<file path="src/rtl/control_unit.sv">
`default_nettype none
// ============================================================================
// Module      : control_unit
// Description : Hardwired fetch/decode sequencer driving the CPU datapath
//               control pins as Moore outputs of the state and IR fields.
// Revision    : 1.0 - initial release
// ============================================================================
module control_unit (
    input  logic        clock,
    input  logic        clear,
    input  logic [31:0] ir,
    input  logic        mem_rdy,
    output logic [15:0] Rin,
    output logic [15:0] Rout,
    output logic        PCin,
    output logic        IRin,
    output logic        MARin,
    output logic        MDRin,
    output logic        Yin,
    output logic        Zin,
    output logic        HIin,
    output logic        LOin,
    output logic        PCout,
    output logic        MDRout,
    output logic        Zhighout,
    output logic        Zlowout,
    output logic        HIout,
    output logic        LOout,
    output logic        Cout,
    output logic        IncPC,
    output logic        Read,
    output logic        Write,
    output logic [4:0]  opcode,
    output logic        run
);

    localparam logic [4:0] c_OP_LD   = 5'b00000;
    localparam logic [4:0] c_OP_LDI  = 5'b00001;
    localparam logic [4:0] c_OP_ST   = 5'b00010;
    localparam logic [4:0] c_OP_ADD  = 5'b00011;
    localparam logic [4:0] c_OP_AND  = 5'b00101;
    localparam logic [4:0] c_OP_OR   = 5'b00110;
    localparam logic [4:0] c_OP_ROL  = 5'b01010;
    localparam logic [4:0] c_OP_ADDI = 5'b01011;
    localparam logic [4:0] c_OP_ANDI = 5'b01100;
    localparam logic [4:0] c_OP_ORI  = 5'b01101;
    localparam logic [4:0] c_OP_MUL  = 5'b01110;
    localparam logic [4:0] c_OP_DIV  = 5'b01111;
    localparam logic [4:0] c_OP_MFHI = 5'b10100;
    localparam logic [4:0] c_OP_MFLO = 5'b10101;
    localparam logic [4:0] c_OP_HALT = 5'b11001;

    typedef enum logic [3:0] {
        ST_RESET = 4'd0,
        ST_F0    = 4'd1,
        ST_F1    = 4'd2,
        ST_F2    = 4'd3,
        ST_T3    = 4'd4,
        ST_T4    = 4'd5,
        ST_T5    = 4'd6,
        ST_T6    = 4'd7,
        ST_T7    = 4'd8,
        ST_HALT  = 4'd9
    } state_t;

    state_t r_state;
    logic   r_f1_wait;

    logic [4:0]  w_op;
    logic [15:0] w_ra_hot;
    logic [15:0] w_rb_hot;
    logic [15:0] w_rc_hot;
    logic        w_is_alu;
    logic        w_is_imm;
    logic        w_is_ldi;
    logic        w_is_ld;
    logic        w_is_st;
    logic        w_is_muldiv;
    logic        w_is_mfhi;
    logic        w_is_mflo;
    logic        w_is_halt;
    logic [4:0]  w_imm_opcode;
    logic        w_unused_const;

    assign w_op     = ir[31:27];
    assign w_ra_hot = 16'd1 << ir[26:23];
    assign w_rb_hot = 16'd1 << ir[22:19];
    assign w_rc_hot = 16'd1 << ir[18:15];

    // The immediate field is consumed by the datapath through Cout only.
    assign w_unused_const = ^ir[14:0];

    assign w_is_alu    = (w_op >= c_OP_ADD) && (w_op <= c_OP_ROL);
    assign w_is_imm    = (w_op >= c_OP_ADDI) && (w_op <= c_OP_ORI);
    assign w_is_ldi    = (w_op == c_OP_LDI);
    assign w_is_ld     = (w_op == c_OP_LD);
    assign w_is_st     = (w_op == c_OP_ST);
    assign w_is_muldiv = (w_op == c_OP_MUL) || (w_op == c_OP_DIV);
    assign w_is_mfhi   = (w_op == c_OP_MFHI);
    assign w_is_mflo   = (w_op == c_OP_MFLO);
    assign w_is_halt   = (w_op == c_OP_HALT);

    always_comb begin
        w_imm_opcode = c_OP_ADD;
        case (w_op)
            c_OP_ANDI: w_imm_opcode = c_OP_AND;
            c_OP_ORI:  w_imm_opcode = c_OP_OR;
            default:   w_imm_opcode = c_OP_ADD;
        endcase
    end

    always_ff @(posedge clock or negedge clear) begin
        if (!clear) begin
            r_state   <= ST_RESET;
            r_f1_wait <= 1'b0;
        end else begin
            // Marks F1 cycles after the first, so PC is loaded exactly once.
            r_f1_wait <= (r_state == ST_F1) && !mem_rdy;
            case (r_state)
                ST_RESET: r_state <= ST_F0;
                ST_F0:    r_state <= ST_F1;
                ST_F1:    r_state <= mem_rdy ? ST_F2 : ST_F1;
                ST_F2:    r_state <= ST_T3;
                ST_T3: begin
                    if (w_is_halt)
                        r_state <= ST_HALT;
                    else if (w_is_alu || w_is_imm || w_is_ldi || w_is_ld ||
                             w_is_st || w_is_muldiv)
                        r_state <= ST_T4;
                    else
                        r_state <= ST_F0;
                end
                ST_T4:    r_state <= ST_T5;
                ST_T5:    r_state <= (w_is_ld || w_is_st || w_is_muldiv) ? ST_T6 : ST_F0;
                ST_T6: begin
                    if (w_is_ld)
                        r_state <= mem_rdy ? ST_T7 : ST_T6;
                    else if (w_is_st)
                        r_state <= ST_T7;
                    else
                        r_state <= ST_F0;
                end
                ST_T7: begin
                    if (w_is_st)
                        r_state <= mem_rdy ? ST_F0 : ST_T7;
                    else
                        r_state <= ST_F0;
                end
                ST_HALT:  r_state <= ST_HALT;
                default:  r_state <= ST_RESET;
            endcase
        end
    end

    always_comb begin
        Rin      = '0;
        Rout     = '0;
        PCin     = 1'b0;
        IRin     = 1'b0;
        MARin    = 1'b0;
        MDRin    = 1'b0;
        Yin      = 1'b0;
        Zin      = 1'b0;
        HIin     = 1'b0;
        LOin     = 1'b0;
        PCout    = 1'b0;
        MDRout   = 1'b0;
        Zhighout = 1'b0;
        Zlowout  = 1'b0;
        HIout    = 1'b0;
        LOout    = 1'b0;
        Cout     = 1'b0;
        IncPC    = 1'b0;
        Read     = 1'b0;
        Write    = 1'b0;
        opcode   = 5'b00000;
        run      = (r_state != ST_HALT);
        case (r_state)
            ST_F0: begin
                PCout = 1'b1;
                MARin = 1'b1;
                IncPC = 1'b1;
                Zin   = 1'b1;
            end
            ST_F1: begin
                Zlowout = 1'b1;
                PCin    = !r_f1_wait;
                Read    = 1'b1;
                MDRin   = 1'b1;
            end
            ST_F2: begin
                MDRout = 1'b1;
                IRin   = 1'b1;
            end
            ST_T3: begin
                if (w_is_muldiv) begin
                    Rout = w_ra_hot;
                    Yin  = 1'b1;
                end else if (w_is_alu || w_is_imm || w_is_ldi || w_is_ld || w_is_st) begin
                    Rout = w_rb_hot;
                    Yin  = 1'b1;
                end else if (w_is_mfhi) begin
                    HIout = 1'b1;
                    Rin   = w_ra_hot;
                end else if (w_is_mflo) begin
                    LOout = 1'b1;
                    Rin   = w_ra_hot;
                end
            end
            ST_T4: begin
                Zin = 1'b1;
                if (w_is_alu) begin
                    Rout   = w_rc_hot;
                    opcode = w_op;
                end else if (w_is_muldiv) begin
                    Rout   = w_rb_hot;
                    opcode = w_op;
                end else if (w_is_imm) begin
                    Cout   = 1'b1;
                    opcode = w_imm_opcode;
                end else begin
                    Cout   = 1'b1;
                    opcode = c_OP_ADD;
                end
            end
            ST_T5: begin
                Zlowout = 1'b1;
                if (w_is_ld || w_is_st)
                    MARin = 1'b1;
                else if (w_is_muldiv)
                    LOin = 1'b1;
                else
                    Rin = w_ra_hot;
            end
            ST_T6: begin
                if (w_is_ld) begin
                    Read  = 1'b1;
                    MDRin = 1'b1;
                end else if (w_is_st) begin
                    Rout  = w_ra_hot;
                    MDRin = 1'b1;
                end else begin
                    Zhighout = 1'b1;
                    HIin     = 1'b1;
                end
            end
            ST_T7: begin
                if (w_is_st) begin
                    Write = 1'b1;
                end else begin
                    MDRout = 1'b1;
                    Rin    = w_ra_hot;
                end
            end
            default: ;
        endcase
    end

endmodule
`default_nettype wire

</file>
<file path="config.mk">
export PLATFORM = sky130hd
export DESIGN_NAME = control_unit
export DESIGN_NICKNAME = d
export VERILOG_FILES = /design/src/rtl/control_unit.sv
export SDC_FILE = /design/constraint.sdc
export NUM_CORES = 1
export LEC_CHECK = 0
export ABC_CLOCK_PERIOD_IN_PS = 2600
export CORE_MARGIN = 4
export CORE_UTILIZATION = 35
export DETAILED_ROUTE_END_ITERATION = 8
export PLACE_DENSITY = 0.83
export SLEW_MARGIN = 10
export SYNTH_ARGS = -nofsm -noshare
export SYNTH_HDL_FRONTEND = slang
export SYNTH_SLANG_ARGS = --single-unit
</file>
<file path="constraint.sdc">
create_clock -name clock -period 2.6 [get_ports clock]
set_input_delay 0.52 -clock clock [delete_from_list [all_inputs] [get_ports clock]]
set_output_delay 0.52 -clock clock [all_outputs]
set_load 0.01 [all_outputs]
</file>
* After elaboration in Yosys (flattened, before gate mapping) *
Index checks and enable logic that the tools add are counted.

storage, ports and cells
  register bits after elaboration = 5
  input port bits = 35
  output and inout port bits = 56

operators by class
  order comparisons = 4
  equality and inequality tests = 19
  shift-type cells = 3
  multiplexer cells = 65
  reductions and logical operators = 17

operators with widths
  operator              count
  $mux 16               13
  $pmux 16 s3           2
  $shl 1x4->16 const A  3
  $pmux 4 s10           1
  $mux 1                32
  $mux 4                6
  $eq 5x4->1 const B    4
  $mux 5                4
  $eq 4x3->1 const B    4
  $eq 5x5->1 const B    3
  $le 5x4->1 const B    2
  $eq 4x2->1 const B    2
  $eq 4x4->1 const B    2
  $logic_or 1x1->1      8
  $pmux 1 s2            4
  $mux 3                2
  $pmux 3 s2            1
  $eq 5x1->1 const B    1
  $eq 5x2->1 const B    1
  $ge 5x2->1 const B    1
  $ge 5x4->1 const B    1
  $logic_not 5->1       1
  $eq 4x1->1 const B    1
  $logic_not 4->1       1
  other kinds (4)       8

* Logic depth before layout (Yosys ltp) *
Gate-level depths: netlist of run 1.

  depth in word-level cells = 10
  gate-level depth with buffers = 7

* Worst setup path after synthesis of run 1 *
OpenSTA, ideal clock, no wires.

  path type = input to output
  start point = input ir[27]
  end point = output Rout[0]
  data arrival time = 2.156 ns
  slack = -0.076 ns
  stages = 5
  path buffers = 1
  cells stage by stage = buf_6 > or4_4 > o22ai_1 > nand3_1 > o311ai_0

between the ends
  word-level cells in the longest chain between the ends = 9
  elaborated cells between the ends (all ways) = 23
  those cells by class = order compare (4); eq/ne (4); mux (7); reduce/logical (8)

RTL lines
  item                                  line    RTL
  start: declaration                    11      input logic [31:0] ir,
  $ge 5x2->1 (tied with other cells)    93      assign w_is_alu = (w_op >= c_OP_ADD) && (w_op <= c_OP_ROL);
  $logic_and 1x1->1 (on tied branches)  93, 94
  $logic_or 1x1->1 (4 in series)        199     end else if (w_is_alu || w_is_imm || w_is_ldi || w_is_ld || w_is_st) begin
  $mux 16                               199
  $mux 16                               196     if (w_is_muldiv) begin
  $pmux 16 s3 (*)                       178     case (r_state)
  end: declaration                      14      output logic [15:0] Rout,

Mark *: on every way between the ends. The rest lies on a longest branch, timed or not.

* Worst setup path in the final report of run 1 *
  start point = input ir[27]
  end point = output Rout[13]

The elaborated chain is that of the path after synthesis.

==> results of run 1 <==
[power by group through the flow]
stage / clock (mW) / sequential (mW) / combinational, mW
finish: 0.144 / 0.132 / 1.04
global route: 0.154 / 0.135 / 1.12
CTS: 0.149 / 0.130 / 0.988
detailed placement: 0 / 0.131 / 0.951
global placement: 0 / 0.131 / 0.932
floorplan: 0 / 0.130 / 0.444
[logic make-up (layout without fill, tap and decap cells)]
kind of cell,count (synthesis),after routing,synth area share [%]
AND/OR/NAND/NOR,167,167,56.9
AO/OA/AOI/OAI,56,56,24.7
buffers and inverters,30,174,8.47
flip-flops,5,5,7.99
XOR/XNOR,3,3,1.68
other,1,1,0.239
[layer usage]
| metal | part of all wire [%] | routed length (um) | up-vias |
|---|---|---|---|
| li1 | - | - | 1262 |
| met1 | 39 | 3020 | 1267 |
| met2 | 48 | 3700 | 173 |
| met3 | 9.5 | 726 | 29 |
| met4 | 3.0 | 231 | 0 |
| met5 | 0 | 0 | - |
[critical path, stage by stage]
cell and delay (ps):
sky130_fd_sc_hd__buf_6 90, sky130_fd_sc_hd__or4_4 570, sky130_fd_sc_hd__o22a_4 270, sky130_fd_sc_hd__or4b_4 550
sky130_fd_sc_hd__nand3_4 80, sky130_fd_sc_hd__buf_6 100
[final cells by class]
type / instances / area, um2
fillers: 338 / 1270
well taps: 52 / 65.1
multi-input cells: 227 / 1540
inverters: 5 / 18.8
flip-flops and latches: 5 / 125
clock buffers: 4 / 45.0
repair buffers: 165 / 1290
[what timing repair did]
item                                    CTS  global route
gates resized for setup                 148            67
endpoints found under the setup margin   48            40
buffers inserted                          4             5
hold endpoints to repair                  0             0
cloned                                    1             0
pin swaps                                16            19
[cells in the mapped netlist, types with 2 or more instances]
| library cell | n | area [um2] |
|---|---|---|
| sky130_fd_sc_hd__a21oi_1 | 9 | 45.0 |
| sky130_fd_sc_hd__inv_1 | 4 | 15.0 |
| sky130_fd_sc_hd__nor3b_1 | 2 | 15.0 |
| sky130_fd_sc_hd__nor2_1 | 36 | 135 |
| sky130_fd_sc_hd__nor3_1 | 21 | 105 |
| sky130_fd_sc_hd__and3_1 | 5 | 31.3 |
| sky130_fd_sc_hd__buf_4 | 3 | 22.5 |
| sky130_fd_sc_hd__clkbuf_1 | 20 | 75.1 |
| sky130_fd_sc_hd__o221ai_1 | 10 | 87.6 |
| sky130_fd_sc_hd__or2_2 | 2 | 12.5 |
| sky130_fd_sc_hd__nand2_1 | 19 | 71.3 |
| sky130_fd_sc_hd__nand3_1 | 14 | 70.1 |
| sky130_fd_sc_hd__nor2b_1 | 16 | 100 |
| sky130_fd_sc_hd__nand4_1 | 20 | 125 |
| sky130_fd_sc_hd__nor4_1 | 6 | 37.5 |
| sky130_fd_sc_hd__or3_1 | 3 | 18.8 |
| sky130_fd_sc_hd__a31oi_1 | 5 | 31.3 |
| sky130_fd_sc_hd__xnor2_1 | 2 | 17.5 |
| sky130_fd_sc_hd__o22ai_1 | 3 | 18.8 |
| sky130_fd_sc_hd__o21ai_0 | 15 | 75.1 |
| sky130_fd_sc_hd__nand2b_1 | 15 | 93.8 |
| sky130_fd_sc_hd__dfrtp_1 | 5 | 125 |
[metrics by stage]
stage	setup TNS, ps	cells	instance area [um2]	setup slack, ps
finish	-126	458	3090	-106
global route	-518	458	3090	-127
CTS	-136	453	2990	-79.9
detailed placement	-27360	445	2880	-903
global placement	-26110	445	2880	-862
floorplan	0	262	1570	11.2
[state kept, by name (all words and copies together), names as in the netlist]
register / count
r_f1_wait: 1
r_state: 4
[worst paths after layout]
| path | endpoint | slack (ps) |
|---|---|---|
| max | Rout[13] | -110 |
| min | r_f1_wait | 530 |
| max reg2reg | r_state[1] | 910 |
| min reg2reg | r_f1_wait | 710 |
| max in group asynchronous | r_state[1] | 1870 |
| min in group clock | r_f1_wait | 710 |
==> results by group, run 1 <==
Die
  – Initial cell density of the core: 36.0%
  – Die height: about 75 um
  – Io pins: 91
  – Row count: 24
  – Overall die area: around 5600 um2
  – Placeable core region: between 4000 and 5000 um2
  – Width of the die: 74.9 um

STA
  – Post-route clock skew: about 1.5 ps
  – Smallest hold slack: 528 ps
  – Count of final max-slew check failures: 0
  – Final hold vios: 0
  – Setup slack after layout: -106 ps
  – Setup repair after global routing missed its margin: yes
  – # setup viols final: 3
  – Period Utilization, post-route: 104%
  – Maximum achievable frequency: 0.369 GHz
  – Crit path time final: about 2700 ps

Drt
  – First-pass iteration count of the detailed router: 5
  – Number of vias per cell after detailed routing: 5.96
  – Aggregate routed wire length: slightly below 8000 um
  – Detailed-route wire length per cell: approximately 17 um
  – DRC Markers: 0
  – Total number of vias: around 2.7k
  – Antenna viol nets, final: 0
  – Violation count after the first detailed-routing iteration: 280

Power and ir drop
  – Clock power share: 10.9%
  – Switching share of power: about 45%
  – Power density cells: around 430 nW/um2
  – Combinational group share of total power: between 70% and 80%
  – Net switching power: ~0.59 mW
  – Power Total: between 1 and 1.5 mW
  – Leakage power of the design: 1.49 nW
  – Flop pwr share: about 10%
  – Peak ir drop on the vdd network: between 0.5 and 0.6 mV
  – Internal: between 0.7 and 0.8 mW

Place
  – DP Wirelength: 5550 um
  – I/O Buffers: 74
  – Final Wtd Congestion: between 0.9 and 1

Synth
  – Top_reg_cell synth: sky130_fd_sc_hd__dfrtp_1
  – Fraction of registers with async set/reset: between 90% and 100%
  – Share of the yosys chip area belonging to registers: between 7 and 8%
  – Number of synthesized register bits: 5
  – Post-synthesis net count: between 200 and 300
  – Summed instance area of the synthesized netlist: ~1600 um2
  – Number of synthesized flops with an enable pin: 0
  – Count of mapped cells out of synthesis: around 260
  – Average cell area after synthesis: 5.98 um2
  – Yosys synthesis warning count: 0
  – Number of distinct library cells after synthesis: roughly 50

Global routing
  – First-pass GRT wire length: between 10000 and 15000 um
  – Largest net degree at the start of global routing: 15
  – Met3 Usage GRT: roughly 3.5%
  – Antenna violations before repair: 0
  – Global route hottest layer: met2
  – GR Util met1: ~34%
  – Remaining Overflow, GRT: 0
  – Number of global-route vias before repair: 2571
  – Met2 demand-to-capacity share in global routing: between 40% and 50%
  – GRT Resource Usage Total: 26.5%

Critical path
  – Sort of element at the end of the critical path: output pin
  – Max Fanout on Critical Path: 3
  – Data required time at the worst endpoint: approximately 2100 ps
  – CP Class: input port to output pin
  – Nature of the critical path startpoint: input port
  – Arr. time, crit path: 2190 ps
  – Launching element of the worst setup path: ir[27]
  – Worst r2r src: r_state[3]
  – Depth of the most critical reg-to-reg path: 6

Clocking
  – TritonCTS Sinks: 5
  – Level count of the clock H-tree: 1
  – Clock insertion delay at the later pin of the skew report: around 220 ps
  – CTS root buffer: sky130_fd_sc_hd__clkbuf_8
  – Number of buffers created by CTS: 3
  – Hold buffer count at cts: 0
  – Clock tree from TritonCTS: yes
  – Register clock-pin slew on the reported worst setup and hold paths: about 30 ps
  – Largest buffer count on any clock path: 2

Cells and area
  – Fraction of layout instances using a drive strength above 1: ~44%
  – Nets@finish: approximately 440
  – Area grow syn2layout: 97.0%
  – Final Util: between 70% and 80%
  – Top library cells by usage in the layout, fill and taps aside: 87 x sky130_fd_sc_hd__buf_4, 26 x sky130_fd_sc_hd__nor2_1, 21 x sky130_fd_sc_hd__buf_2, 21 x sky130_fd_sc_hd__clkdlybuf4s50_1, 20 x sky130_fd_sc_hd__nand4_1
  – Ant. Diodes: 0
  – Most common cell after layout, fill and taps aside: sky130_fd_sc_hd__buf_4

Run
  – Maximum Capacitance Violations: 0

Hold path
  – Tightest Hold Check Type: input port to asynchronous set/reset pin

Status
  – Violations in the final reports: negative setup slack
  – Status: complete, but fails checks
(Power assumes the default switching activity.)
==> inputs of run 2 (changes only) <==
--- a/config.mk
+++ b/config.mk
@@ -6,11 +6,11 @@
 export NUM_CORES = 1
 export LEC_CHECK = 0
 export ABC_CLOCK_PERIOD_IN_PS = 2600
+export CAP_MARGIN = 10
 export CORE_MARGIN = 4
 export CORE_UTILIZATION = 35
 export DETAILED_ROUTE_END_ITERATION = 8
 export PLACE_DENSITY = 0.83
-export SLEW_MARGIN = 10
 export SYNTH_ARGS = -nofsm -noshare
 export SYNTH_HDL_FRONTEND = slang
 export SYNTH_SLANG_ARGS = --single-unit
==> results of run 2 <==
The final DEF is identical to that of run 1; final timing and power are the same.
